`config.mk`:
```
export PLATFORM = sky130hd
export DESIGN_NAME = led_pattern_sequencer
export DESIGN_NICKNAME = d
export VERILOG_FILES = /design/src/rtl/led_pattern_sequencer.sv
export SDC_FILE = /design/constraint.sdc
export NUM_CORES = 1
export LEC_CHECK = 0
export BUFFER_PORTS_ARGS = -buffer_cell sky130_fd_sc_hd__buf_2
export CORE_MARGIN = 5
export CORE_UTILIZATION = 50
export CTS_CLUSTER_SIZE = 25
export DETAILED_ROUTE_END_ITERATION = 16
export PLACE_DENSITY = 0.64
export RECOVER_POWER = 25
export SYNTH_ARGS = -nofsm -noshare
export SYNTH_HDL_FRONTEND = slang
export SYNTH_SLANG_ARGS = --single-unit
```
`constraint.sdc`:
```
create_clock -name clk -period 2.1 [get_ports clk]
set_input_delay 0 -clock clk [delete_from_list [all_inputs] [get_ports clk]]
set_output_delay 0 -clock clk [all_outputs]
set_load 0.03 [all_outputs]
```
`src/rtl/led_pattern_sequencer.sv`:
```
// ---------------------------------------------------------------------------
// led_pattern_sequencer
//   Drives an 8-LED bank with one of four run-time selectable patterns
//   (FILL, RUN, PINGPONG, BLINK), stepped once every DIV clocks.
//
// Ports
//   clk        system clock, all state on posedge
//   rst        asynchronous active-high reset
//   mode[1:0]  pattern select, sampled only on mode_load
//   mode_load  single-cycle strobe: latch mode and restart the pattern
//   pause      level; while high the prescaler and pattern are frozen
//   led[7:0]   registered LED drive, bit 0 = rightmost LED
//   cycle_done one-clk pulse as led returns to the period's start value
// ---------------------------------------------------------------------------
module led_pattern_sequencer #(
  parameter int DIV   = 25000000,
  parameter int CNT_W = 25
) (
  input  logic       clk,
  input  logic       rst,
  input  logic [1:0] mode,
  input  logic       mode_load,
  input  logic       pause,
  output logic [7:0] led,
  output logic       cycle_done
);

  typedef enum logic [1:0] {
    S_RUN   = 2'd0,
    S_PAUSE = 2'd1,
    S_LOAD  = 2'd2
  } state_t;

  localparam logic [1:0] M_FILL     = 2'd0;
  localparam logic [1:0] M_RUN      = 2'd1;
  localparam logic [1:0] M_PINGPONG = 2'd2;
  localparam logic [1:0] M_BLINK    = 2'd3;

  localparam logic [CNT_W-1:0] CNT_LAST = CNT_W'(DIV - 1);

  // dir: 0 = moving toward bit 7 (left), 1 = moving toward bit 0 (right)
  localparam logic DIR_LEFT  = 1'b0;
  localparam logic DIR_RIGHT = 1'b1;

  state_t           state;
  state_t           nxt_state;
  logic [1:0]       cur_mode;
  logic             dir;
  logic [CNT_W-1:0] cnt;

  logic             tick;
  logic             run_en;
  logic [7:0]       step_led;
  logic             step_dir;
  logic             step_wrap;

  // Start value of each pattern after reset or a load.
  function automatic logic [7:0] start_val(input logic [1:0] m);
    case (m)
      M_RUN,
      M_PINGPONG: start_val = 8'h01;
      default:    start_val = 8'h00;
    endcase
  endfunction

  assign tick = (cnt == CNT_LAST);

  // Next FSM state. mode_load overrides everything; a LOAD cycle behaves
  // like RUN (the prescaler counts from 0) unless pause is already high.
  always_comb begin
    nxt_state = state;
    case (state)
      S_RUN:   if (pause)  nxt_state = S_PAUSE;
      S_PAUSE: if (!pause) nxt_state = S_RUN;
      S_LOAD:  nxt_state = pause ? S_PAUSE : S_RUN;
      default: nxt_state = S_RUN;
    endcase
    if (mode_load) nxt_state = S_LOAD;
  end

  // The prescaler and pattern only move on edges that land in RUN.
  assign run_en = (nxt_state == S_RUN);

  // One pattern step from the current led/dir, plus the period-wrap flag.
  always_comb begin
    step_led  = led;
    step_dir  = dir;
    step_wrap = 1'b0;
    case (cur_mode)
      M_FILL: begin
        if (led == 8'hFF) begin
          step_led  = 8'h00;
          step_wrap = 1'b1;
        end else begin
          step_led = {led[6:0], 1'b1};
        end
      end
      M_RUN: begin
        step_led  = {led[6:0], led[7]};
        step_wrap = (led == 8'h80);
      end
      M_PINGPONG: begin
        // Direction flips on arrival at an end so neither end LED repeats.
        if (dir == DIR_LEFT) begin
          step_led = {led[6:0], 1'b0};
          if (led == 8'h40) step_dir = DIR_RIGHT;
        end else begin
          step_led = {1'b0, led[7:1]};
          if (led == 8'h02) begin
            step_dir  = DIR_LEFT;
            step_wrap = 1'b1;
          end
        end
      end
      M_BLINK: begin
        step_led  = (led == 8'h00) ? 8'hFF : 8'h00;
        step_wrap = (led == 8'hFF);
      end
      default: ;
    endcase
  end

  always_ff @(posedge clk or posedge rst) begin
    if (rst) begin
      state      <= S_RUN;
      cur_mode   <= M_FILL;
      led        <= 8'h00;
      dir        <= DIR_LEFT;
      cnt        <= '0;
      cycle_done <= 1'b0;
    end else begin
      state      <= nxt_state;
      cycle_done <= 1'b0;
      if (mode_load) begin
        // Restart even if the mode is unchanged; a coincident tick is dropped.
        cur_mode <= mode;
        led      <= start_val(mode);
        dir      <= DIR_LEFT;
        cnt      <= '0;
      end else if (run_en) begin
        if (tick) begin
          cnt        <= '0;
          led        <= step_led;
          dir        <= step_dir;
          cycle_done <= step_wrap;
        end else begin
          cnt <= cnt + CNT_W'(1);
        end
      end
    end
  end

endmodule

```
==> Yosys cells after proc, flatten, opt, wreduce, memory -nomap -nowiden <==
Index checks and enable logic that the tools add are counted.
Widths: inputs -> output; s select.
{ "totals": {"output_inout_bits": 9, "reg_bits": 39, "input_bits": 6} }
{ "classes": {"n_eq_ne": 12, "muxes": 30, "add_sub_neg": 1, "n_reduce_logical": 10} }
{ "op_table": {"columns": ["operator", "n"], "rows": [
  ["$mux 25", 3],
  ["$mux 8", 6],
  ["$pmux 8 s4", 1],
  ["$add 25x1->25 const B", 1],
  ["$eq 25x25->1 const B", 1],
  ["$eq 8x8->1 const B", 2],
  ["$mux 1", 15],
  ["$eq 2x2->1 const B", 4],
  ["$eq 8x2->1 const B", 1],
  ["$eq 8x7->1 const B", 1],
  ["$logic_not 8->1", 1],
  ["$eq 2x1->1 const B", 3],
  ["$logic_not 2->1", 3],
  ["$mux 2", 3],
  ["$pmux 2 s3", 1],
  ["$reduce_bool 2->1", 3],
  ["$pmux 1 s4", 1],
  ["$reduce_and 3->1", 1],
  ["$reduce_and 2->1", 1],
  ["$reduce_or 2->1", 1]
]} }

==> Longest topological paths before layout <==
{ "depth": {"depth_word": 7, "mapped_depth": 7, "mapped_depth_nobuf": 7} }

==> Least setup slack after synthesis <==
Ideal clock, no wire load.
{ "synth_timing": {"kind": "reg2reg", "startpoint": "reg cnt[0]", "endpoint": "reg led[7]", "n_path_buf": 0, "required_ns": 1.968, "t_arrival_ns": 1.631, "setup_slack_ns": 0.337, "setup_time_ns": 0.132, "path_stages_with_launch": 7, "path_cell_list": "dfrtp_1 > ha_1 > nand3_1 > or3_4 > nor4_4 > mux2i_1 > nor2_1"} }
{ "synth_via": {"elab_chain_len": 3} }
{ "synth_lines": {"columns": ["item", "line_no", "rtl"], "rows": [
  ["start, declared", "49", "logic [CNT_W-1:0] cnt;"],
  ["start signal, assigned", "147", "cnt <= cnt + CNT_W'(1);"],
  ["$eq 25x25->1", "66", "assign tick = (cnt == CNT_LAST);"],
  ["$reduce_bool 2->1 (no line)", null, null],
  ["$reduce_and 2->1 (no line)", null, null],
  ["end signal, assigned", "137", "led <= start_val(mode);"],
  ["end signal, assigned", "143", "led <= step_led;"],
  ["end, declared", "24", "output logic [7:0] led,"]
]} }
Every way passes these cells.
A chain may end at the register's enable or synchronous reset.

==> Worst setup path after layout <==
Ends and elaborated chain as after synthesis.

==> results.yml <==
detailed_routing:
  wl_mm: 5.21
  routedWlPerCell_um: 15.9
  first_iter_violations: 88
  dr.pass1.iters: 4
  drc: 0
  vias: 2005
  viasPerCell: 6.11
  ant_nets: 0
timing:
  finalClockSkew_ps: 4.04
  max_freq_mhz: 520
  setup_viol: 0
  timing_max_transition_violations_final: 0
  rsz0062_at_grt: "no"
  setup_tns_ps: 0
  relSlewSlack_pct: 36.0
  finalHoldViolations: 0
  tightest_slew_ps: 960
  period_minus_slack_ps: 1920
  fin_crit_sh_pct: 91.5
floorplanning:
  start_util_pct: 51.9
  ios: 15
  die-height_um: 77.7
  die_w_um: 77.7
  dieArea_um2: 6040
  core_area_um2: 4410
  fp-row-count: 24
yosys:
  synth_edf_count: 0
  ys_warn_count: 0
  synth_area_um2: 2290
  synth_cell_types: 46
  ys.flop_type: "dfrtp_1"
  ys_ff_latch: 39
  syn_area_per_cell_um2: 9.06
  mappedNetlistNets: 264
  postSynthCellCount: 253
  synth-seq-area-share_pct: 42.6
  async_flop_share_pct: 100
worst_setup_path:
  crit_buf_inv: 1
  reg2reg_slack_ps: 180
  crit_required_ps: 2260
  ff2ff_path_depth: 7
  rr_endpoint: "led[7]"
  cp.arrival_ps: 2080
  max_stage_delay_ps: 430
  crit_cells: 7
  worst-path-max-fanout: 8
  cp-start-kind: "flip-flop"
  crit_start: "cnt[0]"
  critPathKind: "flip-flop to flip-flop"
  crit_end: "led[7]"
  reg2reg_from: "cnt[0]"
  path_cells: "ha_1 > nand3_1 > or3_4 > nor4_4 > buf_4 > mux2i_1 > nor2_1"
  cp-end-kind: "flip-flop"
  cp_top_family: "simple AND/OR/NAND/NOR gates"
  slowest_stage: "or3_4"
clock_network:
  cts_root_buf: "clkbuf_8"
  ctsResizeCount: 0
  clockBufferDepth: 2
  clk_latency_ps: 280
  htree_levels: 2
  cts-buffers-inserted: 5
  cts_sinks: 39
  clk_pin_slew_ps: 70
  cts_tree: "yes"
global_routing:
  grt_antenna_before_repair: 0
  gr-total-overflow: 0
  grt_pass1_vias: 1868
  grt_max_degree: 40
  grt_usage_pct: 18.2
  grt_pass1_wl_mm: 8.91
power_and_ir_drop:
  ir_drop_uv: 375
  p_leak_nw: 1.08
  p_total_mw: 1.37
  powerDensity_nw_per_um2: 536
min_path:
  hp-class: "input pin to flip-flop"
flow_run:
  cap_violations: 0
finish:
  diodes: 0
  syn2layout_area_growth_pct: 11.7
  fillers: 401
  drive_gt1_share_pct: 14.9
  fin_nets: 286
placed_design:
  portBuffers: 14
  routabilityCongestion: 0.878
  detailed_place_hpwl_mm: 3.61
run_status:
  run_status: "complete, no violations"
## placed cells by master (no fill, tap or decap), types with 3 or more instances in the layout
cell type	n
dfrtp_1	39
nor2_1	37
nand2_1	25
nand3_1	16
buf_2	14
xnor2_1	11
a22oi_1	10
nand4_1	9
buf_4	9
a21oi_1	8
inv_1	8
nor3_1	7
a31oi_1	7
a211oi_1	7
nor4_1	6
o21ai_0	6
ha_1	5
clkbuf_8	5
and4_1	4
and3_1	3
nand3b_1	3
dlygate4sd3_1	3
## tightest hold or removal path, stage by stage
cell and delay (ps):
buf_2 150, nor4_1 70, a31oi_1 130, nand2_1 50
## registers in the layout, indices dropped and copies added, names as in the netlist
register	count
cnt	25
state	2
cycle_done	1
cur_mode	2
dir	1
led	8
## cell families (layout without fill, tap and decap cells)
group	count (synthesis)	count (layout)	synth area share, %
simple gates	125	125	30.5
compound gates	50	50	15.3
flops	39	39	42.6
buf+inv	20	43	3.50
xor+xnor	13	13	4.97
fa+ha+maj	5	5	2.73
mux	1	1	0.437
## area by class of cell
| type | count | area (um^2) | share of cell area (%) |
|---|---|---|---|
| multi-input combinational | 194 | 1230 | 48.2 |
| sequential | 39 | 976 | 38.1 |
| timing repair buffer | 27 | 173 | 6.74 |
| clock buffer | 7 | 76.3 | 2.98 |
| tap | 52 | 65.1 | 2.54 |
| inverter | 8 | 30.0 | 1.17 |
| clock inverter | 1 | 5.00 | 0.196 |
## synth_stat cells, types with 2 or more instances
cell type | number | area, um^2
a2111o_1 | 2 | 22.5
a211oi_1 | 7 | 52.6
a21oi_1 | 8 | 40.0
a22oi_1 | 10 | 75.1
a31oi_1 | 7 | 43.8
and3_1 | 3 | 18.8
and3b_1 | 2 | 17.5
and4_1 | 4 | 35.0
clkbuf_1 | 9 | 33.8
dfrtp_1 | 39 | 976
ha_1 | 5 | 62.6
inv_1 | 8 | 30.0
nand2_1 | 25 | 93.8
nand3_1 | 16 | 80.1
nand3b_1 | 3 | 22.5
nand4_1 | 9 | 56.3
nor2_1 | 37 | 139
nor3_1 | 7 | 35.0
nor4_1 | 6 | 37.5
nor4_4 | 2 | 42.5
o2111ai_1 | 2 | 17.5
o21ai_0 | 6 | 30.0
or3_1 | 2 | 12.5
xnor2_1 | 11 | 96.3
xor2_1 | 2 | 17.5
## per-stage QoR
stage / util [%] / hold WS (ps) / setup WS [ps] / cell area (um^2) / cells
after floorplan: - / 117 / 337 / 2290 / 253
after global placement: 55.4 / 146 / 153 / 2440 / 316
after detailed placement: 55.4 / 162 / 124 / 2440 / 316
after CTS: 57.9 / 145 / 110 / 2550 / 327
after global routing: 58.0 / 174 / 30.1 / 2560 / 328
final: 58.0 / 158 / 178 / 2560 / 328
## layer usage
metal	global-route usage (%)	wire length, um	up-vias
li1	-	-	975
met1	23.3	2440	979
met2	30.2	2440	44
met3	4.51	255	7
met4	5.33	81	0
met5	0	0	-
## repair_timing
action	4_1_cts	5_1_grt
hold endpoints to repair	41	0
setup endpoints to repair	0	6
setup buffers	0	1
hold buffers	3	0
## how the worst min path moves through the flow
stage,depth (start not counted),end,start
after floorplan,2,cur_mode[0],mode[0]
after global placement,3,cur_mode[0],rst
after detailed placement,3,cnt[11],rst
after CTS,4,cnt[9],mode_load
after global routing,4,cnt[7],mode_load
final,4,cnt[9],mode_load
## where the power goes
| group | leakage, nW | switching, mW | total (mW) | internal [mW] |
|---|---|---|---|---|
| Sequential | 0.534 | 0.00928 | 0.771 | 0.762 |
| Clock | 0.0422 | 0.241 | 0.474 | 0.233 |
| Combinational | 0.509 | 0.0842 | 0.126 | 0.0414 |
No activity file was read; power rests on OpenSTA's default activity.
